===== src/rtl/dmem_pipelined.sv =====
// Single-port data memory with valid/ready requests, byte-enable writes, RD_LAT-deep read pipeline
// and a post-reset zeroing sweep. Define DMEM_PARITY_EN to add per-byte even parity (rsp_perr/perr_inj).
module dmem_pipelined #(
    parameter int DATA_W = 32,
    parameter int ADDR_W = 6,
    parameter int RD_LAT = 1
) (
    input  logic                  clk,
    input  logic                  reset,
    input  logic                  req_valid,
    output logic                  req_ready,
    input  logic                  req_we,
    input  logic [ADDR_W-1:0]     req_addr,
    input  logic [DATA_W-1:0]     req_wdata,
    input  logic [DATA_W/8-1:0]   req_be,
`ifdef DMEM_PARITY_EN
    output logic                  rsp_perr,
    input  logic                  perr_inj,
`endif
    output logic                  rsp_valid,
    output logic [DATA_W-1:0]     rsp_rdata,
    output logic                  busy
);

    localparam int NB    = DATA_W / 8;
    localparam int DEPTH = 1 << ADDR_W;
    localparam logic [ADDR_W-1:0] LAST_ADDR = ADDR_W'(DEPTH - 1);

    localparam logic [0:0] ST_INIT  = 1'b0;
    localparam logic [0:0] ST_READY = 1'b1;

    function automatic logic [NB-1:0] calc_par(input logic [DATA_W-1:0] w);
        logic [NB-1:0] p;
        for (int i = 0; i < NB; i++) p[i] = ^w[i*8 +: 8];
        return p;
    endfunction

    logic [0:0]        state;
    logic [ADDR_W-1:0] init_ptr;
    logic [DATA_W-1:0] mem [DEPTH];

    logic              wr_acc;
    logic              rd_acc;
    logic [RD_LAT-1:0] vld_p;
    logic [DATA_W-1:0] data_p [RD_LAT];

    // Gating with reset keeps all handshake outputs quiet during the reset cycle itself.
    assign req_ready = (state == ST_READY) & ~reset;
    assign wr_acc    = req_valid & req_ready & req_we;
    assign rd_acc    = req_valid & req_ready & ~req_we;

    always_ff @(posedge clk) begin
        if (reset) begin
            state    <= ST_INIT;
            init_ptr <= '0;
        end else if (state == ST_INIT) begin
            init_ptr <= init_ptr + 1'b1;
            if (init_ptr == LAST_ADDR) state <= ST_READY;
        end
    end

    always_ff @(posedge clk) begin
        if (!reset && state == ST_INIT) begin
            mem[init_ptr] <= '0;
        end else if (wr_acc) begin
            for (int i = 0; i < NB; i++)
                if (req_be[i]) mem[req_addr][i*8 +: 8] <= req_wdata[i*8 +: 8];
        end
    end

    // Stage 0 samples the array at the accept edge; later stages only shift.
    always_ff @(posedge clk) begin
        if (reset) begin
            vld_p <= '0;
        end else begin
            vld_p[0] <= rd_acc;
            for (int s = 1; s < RD_LAT; s++) vld_p[s] <= vld_p[s-1];
        end
    end

    always_ff @(posedge clk) begin
        data_p[0] <= mem[req_addr];
        for (int s = 1; s < RD_LAT; s++) data_p[s] <= data_p[s-1];
    end

    assign rsp_valid = vld_p[RD_LAT-1] & ~reset;
    assign rsp_rdata = rsp_valid ? data_p[RD_LAT-1] : '0;
    assign busy      = reset | (state == ST_INIT) | (|vld_p);

`ifdef DMEM_PARITY_EN
    logic [NB-1:0] mem_par [DEPTH];
    logic [NB-1:0] par_p   [RD_LAT];
    logic [NB-1:0] wpar;

    assign wpar = calc_par(req_wdata) ^ {NB{perr_inj}};

    always_ff @(posedge clk) begin
        if (!reset && state == ST_INIT) begin
            mem_par[init_ptr] <= '0;
        end else if (wr_acc) begin
            for (int i = 0; i < NB; i++)
                if (req_be[i]) mem_par[req_addr][i] <= wpar[i];
        end
    end

    always_ff @(posedge clk) begin
        par_p[0] <= mem_par[req_addr];
        for (int s = 1; s < RD_LAT; s++) par_p[s] <= par_p[s-1];
    end

    assign rsp_perr = rsp_valid & (|(par_p[RD_LAT-1] ^ calc_par(data_p[RD_LAT-1])));
`endif

endmodule

===== config.mk =====
export PLATFORM = sky130hd
export DESIGN_NAME = dmem_pipelined
export DESIGN_NICKNAME = d
export VERILOG_FILES = /design/src/rtl/dmem_pipelined.sv
export SDC_FILE = /design/constraint.sdc
export NUM_CORES = 2
export LEC_CHECK = 0
export CAP_MARGIN = 0
export CORE_UTILIZATION = 59
export CTS_BUF_LIST = sky130_fd_sc_hd__clkbuf_4
export DETAILED_ROUTE_END_ITERATION = 6
export GPL_TIMING_DRIVEN = 1
export PLACE_DENSITY = 0.72
export SKIP_LAST_GASP = 1
export SLEW_MARGIN = 10
export SYNTH_ARGS = -nofsm -noshare
export SYNTH_HDL_FRONTEND = slang
export SYNTH_SLANG_ARGS = --single-unit

===== constraint.sdc =====
create_clock -name clk -period 6.38 [get_ports clk]
set_input_delay 1.595 -clock clk [delete_from_list [all_inputs] [get_ports clk]]
set_output_delay 1.595 -clock clk [all_outputs]
set_load 0.05 [all_outputs]

=== Word level (Yosys, flattened, before mapping) ===
Memory sizes are Yosys's and may differ from the RTL's.
Index checks and enable logic that the tools add are counted.

* Register bits after elaboration: 8
* Memory bits (writable): 2,080
* Input port bits: 46
* Output and inout port bits: 35
* Memories: 2

* Add/sub/neg operators: 1
* Eq/ne operators: 1
* Mux-type cells: 24
* Bitwise logic cells: 10
* Reductions and logical operators: 3

{| class="wikitable"
|+ Memories
! memory !! words !! width !! rd ports !! clocked after memory_dff !! wr ports !! line !! text
|-
| mem || 64 || 32 || 1 || 0 || 1 || 40 || <nowiki>logic [DATA_W-1:0] mem [DEPTH];</nowiki>
|-
| data_p || 1 || 32 || 1 || 0 || 1 || 45 || <nowiki>logic [DATA_W-1:0] data_p [RD_LAT];</nowiki>
|}

{| class="wikitable"
|+ Operators by type and width
! operator !! number
|-
| $mux W32 || 2
|-
| $reduce_or A32 Y1 || 1
|-
| $mux W1 || 20
|-
| $add A6 B1 Y6 const B || 1
|-
| $eq A6 B6 Y1 const B || 1
|-
| $mux W6 || 1
|-
| $and A1 B1 Y1 || 5
|-
| $mux W4 || 1
|-
| $not A1 Y1 || 3
|-
| $or A1 B1 Y1 || 2
|-
| $logic_and A1 B1 Y1 || 1
|-
| $logic_not A1 Y1 || 1
|}

=== Longest topological paths before layout ===
* Depth in word-level cells: 9
* Gate-level depth with buffers: 10
* Depth with buffers taken out: 5

=== Worst setup path after synthesis ===
No wires, ideal clock.

* Kind: input -> output
* Start point: input reset
* End point: output rsp_rdata[22]
* Arrival time: 3.096 ns
* Data required time: 4.785 ns
* Slack: 1.689 ns
* Cell stages on the path: 4
* Cells stage by stage: clkbuf_1 nor2b_1 clkbuf_1 and2_1

* Cells in the longest elaborated chain, start to end: 3

{| class="wikitable"
|+ RTL lines
! what !! line !! text
|-
| from (decl) || 9 || <nowiki>input logic reset,</nowiki>
|-
| $not A1 Y1 || 86 || <nowiki>assign rsp_valid = vld_p[RD_LAT-1] & ~reset;</nowiki>
|-
| $and A1 B1 Y1 || 86 ||
|-
| named net rsp_valid || 20 || <nowiki>output logic rsp_valid,</nowiki>
|-
| $mux W32 || 87 || <nowiki>assign rsp_rdata = rsp_valid ? data_p[RD_LAT-1] : '0;</nowiki>
|-
| to (decl) || 21 || <nowiki>output logic [DATA_W-1:0] rsp_rdata,</nowiki>
|}

The timed path passes the listed nets, and every way through them passes these cells.

=== Worst setup path in the final report ===
* Start point: input reset
* End point: output rsp_rdata[27]

* Cells in the longest elaborated chain, start to end: 3

{| class="wikitable"
|+ RTL lines
! what !! line
|-
| $not A1 Y1 || 86
|-
| $and A1 B1 Y1 || 86
|-
| $mux W32 || 87
|}

No other way between the ends.

==> results.ini <==
[min_path]
holdCritStartpoint = init_ptr[3]
holdPathStages = 2
holdPathEnd = init_ptr[3]
holdCritPathClass = flip-flop to flip-flop

[clocking]
numCtsBuffers = 539
clockRootBuffer = clkbuf_4
cts_resized = 0
clock_latency_ns = 1.33
tritoncts = done
cts-htree-levels = 6
hold_buffers = 0
cts.sinks = 2088
clock_path_buffers = 4
clkTransAtPathRegs_ns = 0.06
postCtsSetupRepairBufs = 0

[die]
ios = 81
die_width_um = 372.7
row_count = 135
die_area_um2 = 138900
core_um2 = 136000
start_util_pct = 59.63
die_h_um = 372.7

[logic_synthesis]
netlist_instances = 3728
netlist_area_um2 = 81080
ys_warn_count = 0
synth_ff_type = edfxtp_1
syn_nets = 3775
synth-xor-area-share_pct = 0.04321
postSynthAreaPerCell_um2 = 21.75
synth-edff-count = 2048
synth_top_family_by_area = multiplexers
yosys_register_bits = 2088
yosys.area_share.adder_pct = 0.01543
synth_mux_area_share_pct = 16.83
synth-compound-area-share_pct = 1.716
seq_area_frac_synth_pct = 76.84
synth_cell_types = 47
async_reset_ff_share_pct = 0
synthSimpleGateAreaFrac_pct = 3.066

[power]
sw_frac_of_total_pct = 21.54
clkPwrFrac_pct = 40.8
p_switching_mw = 5.794
power_frac_seq_pct = 55.4
combPwrFrac_pct = 3.8
power.density_nw_per_um2 = 292.5
ir_worst_vdd_v = 0.0001817
power.leakage_nw = 33.83
p_int_mw = 21.11

[cells_and_area]
register_area_um2 = 62300
drive_gt1_share_pct = 36.47
final_cell_mix = 2,048 x edfxtp_1, 761 x clkbuf_4, 551 x mux4_2
syn2layout_area_growth_pct = 13.42
fin_area_um2 = 91960
multi_input_area_um2 = 17790
post-route-util_pct = 67.63
layout_commonest_cell = edfxtp_1
finalNetCount = 4452
fin_cells = 6534
fill_cells = 8563

[setup_path]
r2r_setup_slack_ns = 1.93
crit_fanout = 34
criticalPathCategory = input port to primary output
end_kind = primary output
critPathLaunchType = input port
cp_data_required_time_ns = 4.79
r2r_cells = 9
crit_arrival_ns = 3.89
rr_startpoint = state
worstReg2RegEnd = mem[15][15]

[flow_run]
cap_violations = 0

[placed_design]
io_buffers = 80
place_congestion = 0.8471
dp_hpwl_um = 124400
dp_cells = 5645
placed_cell_area_um2 = 85520

[detailed_routing]
antenna_left = 0
dr.pass1.iters = 5
wl_per_cell_um = 30.56
drcViolationCount = 0
finalWirelength_um = 199700
drt_iter0_markers = 5352
viasPerCell = 6.450
vias = 42150

[global_routing]
grt-ovfl-total = 0
grt_pass1_wl_um = 288000
grt_pass1_vias = 42730
grt_antenna_before_repair = 5
grt_max_degree = 115
track_usage_pct = 29.12

[timing]
timing.slew.headroom_pct = 15.41
period_share_pct = 86.04
setup_viol_count_final = 0
min_period_ns = 5.490
tns_ns = 0
hold_viol = 0
finalMaxSlewViolations = 0
fmax_mhz = 182.2
worst-slew-pin-transition_ns = 1.259
clock_skew_ns = 0.1150
rsz0062_at_grt = no

[run_status]
status = finished clean

## flip-flops by register name, summed over array words and instances (netlist names)
signal / cells
state: 1
vld_p: 1
mem: 2048
data_p: 32
init_ptr: 6
## per-layer routing
layer / share of wire, % / GRT usage [%] / wire [um] / up-vias
met3: 12 / 8.544 / 24070 / 372
met1: 38 / 41.54 / 75940 / 21730
li1: - / - / - / 17290
met4: 3.1 / 10.73 / 6161 / 4
met5: 0.011 / 0 / 22 / -
met2: 47 / 43.30 / 93480 / 2743
## cell families (layout without fill, tap and decap cells)
group                    after synthesis  after routing
other                                  0              7
adder cells (fa/ha/maj)                1              1
buffers and inverters                237           1255
XOR/XNOR                               4              4
AND/OR/NAND/NOR                      525            525
multiplexers                         673            673
AO/OA/AOI/OAI                        200            200
flip-flops                          2088           2088
## synth_stat cells (all sizes together), types with 20 or more instances
cell / count / area (um2)
nor2: 213 / 799.5
a22oi: 47 / 352.8
nor3: 121 / 610.6
and2: 69 / 431.7
clkbuf: 95 / 356.6
a21oi: 35 / 175.2
mux2i: 107 / 1071
buf: 139 / 839.6
nand2b: 20 / 125.1
o22ai: 33 / 206.5
mux4: 551 / 12410
nand2: 50 / 187.7
edfxtp: 2048 / 61500
dfxtp: 40 / 800.8
## cell type report
| class | instances | area share [%] |
|---|---|---|
| Inverter | 3 | 0.01497 |
| Timing Repair Buffer | 370 | 3.467 |
| Sequential cell | 2088 | 67.75 |
| Tap cell | 1781 | 2.423 |
| Multi-Input combinational cell | 1403 | 19.34 |
| Antenna cell | 7 | 0.01905 |
| Clock buffer | 761 | 6.212 |
| Clock inverter | 121 | 0.7728 |
## worst max-delay path: stages
cell and delay [ns]:
clkdlybuf4s50_1 0.42, buf_4 0.22, nor2b_4 0.12, buf_4 0.44, and2_1 0.21, clkdlybuf4s50_1 0.82
## worst max-delay path by stage
stage / from / cells past startpoint / endpoint
6_report: reset / 6 / rsp_rdata[27]
5_1_grt: reset / 6 / rsp_rdata[27]
4_1_cts: reset / 6 / rsp_rdata[27]
3_5_place_dp: req_we / 7 / mem[30][2]
3_3_place_gp: req_we / 7 / mem[31][11]
2_1_floorplan: reset / 4 / rsp_rdata[22]
## per-stage QoR
step / setup slack (ns) / hold WS (ns) / power (mW)
finish: 0.8903 / 0.6643 / 26.90
global route: 0.8601 / 0.6970 / 27.81
CTS: 0.9274 / 0.6459 / 27.07
detailed placement: 0.8413 / 0.6334 / 16.22
global placement: 0.9624 / 0.6317 / 16.21
floorplan: 1.689 / 0.5629 / 15.83
## power groups by stage
stage               registers (mW)  logic (mW)  clock network [mW]
floorplan                     15.2       0.636                   0
global placement              15.2        1.01                   0
detailed placement            15.2        1.01                   0
CTS                           14.9        1.01                11.1
global route                  14.9        1.05                11.8
finish                        14.9        1.02                11.0
No activity file was read; power rests on OpenSTA's default activity.
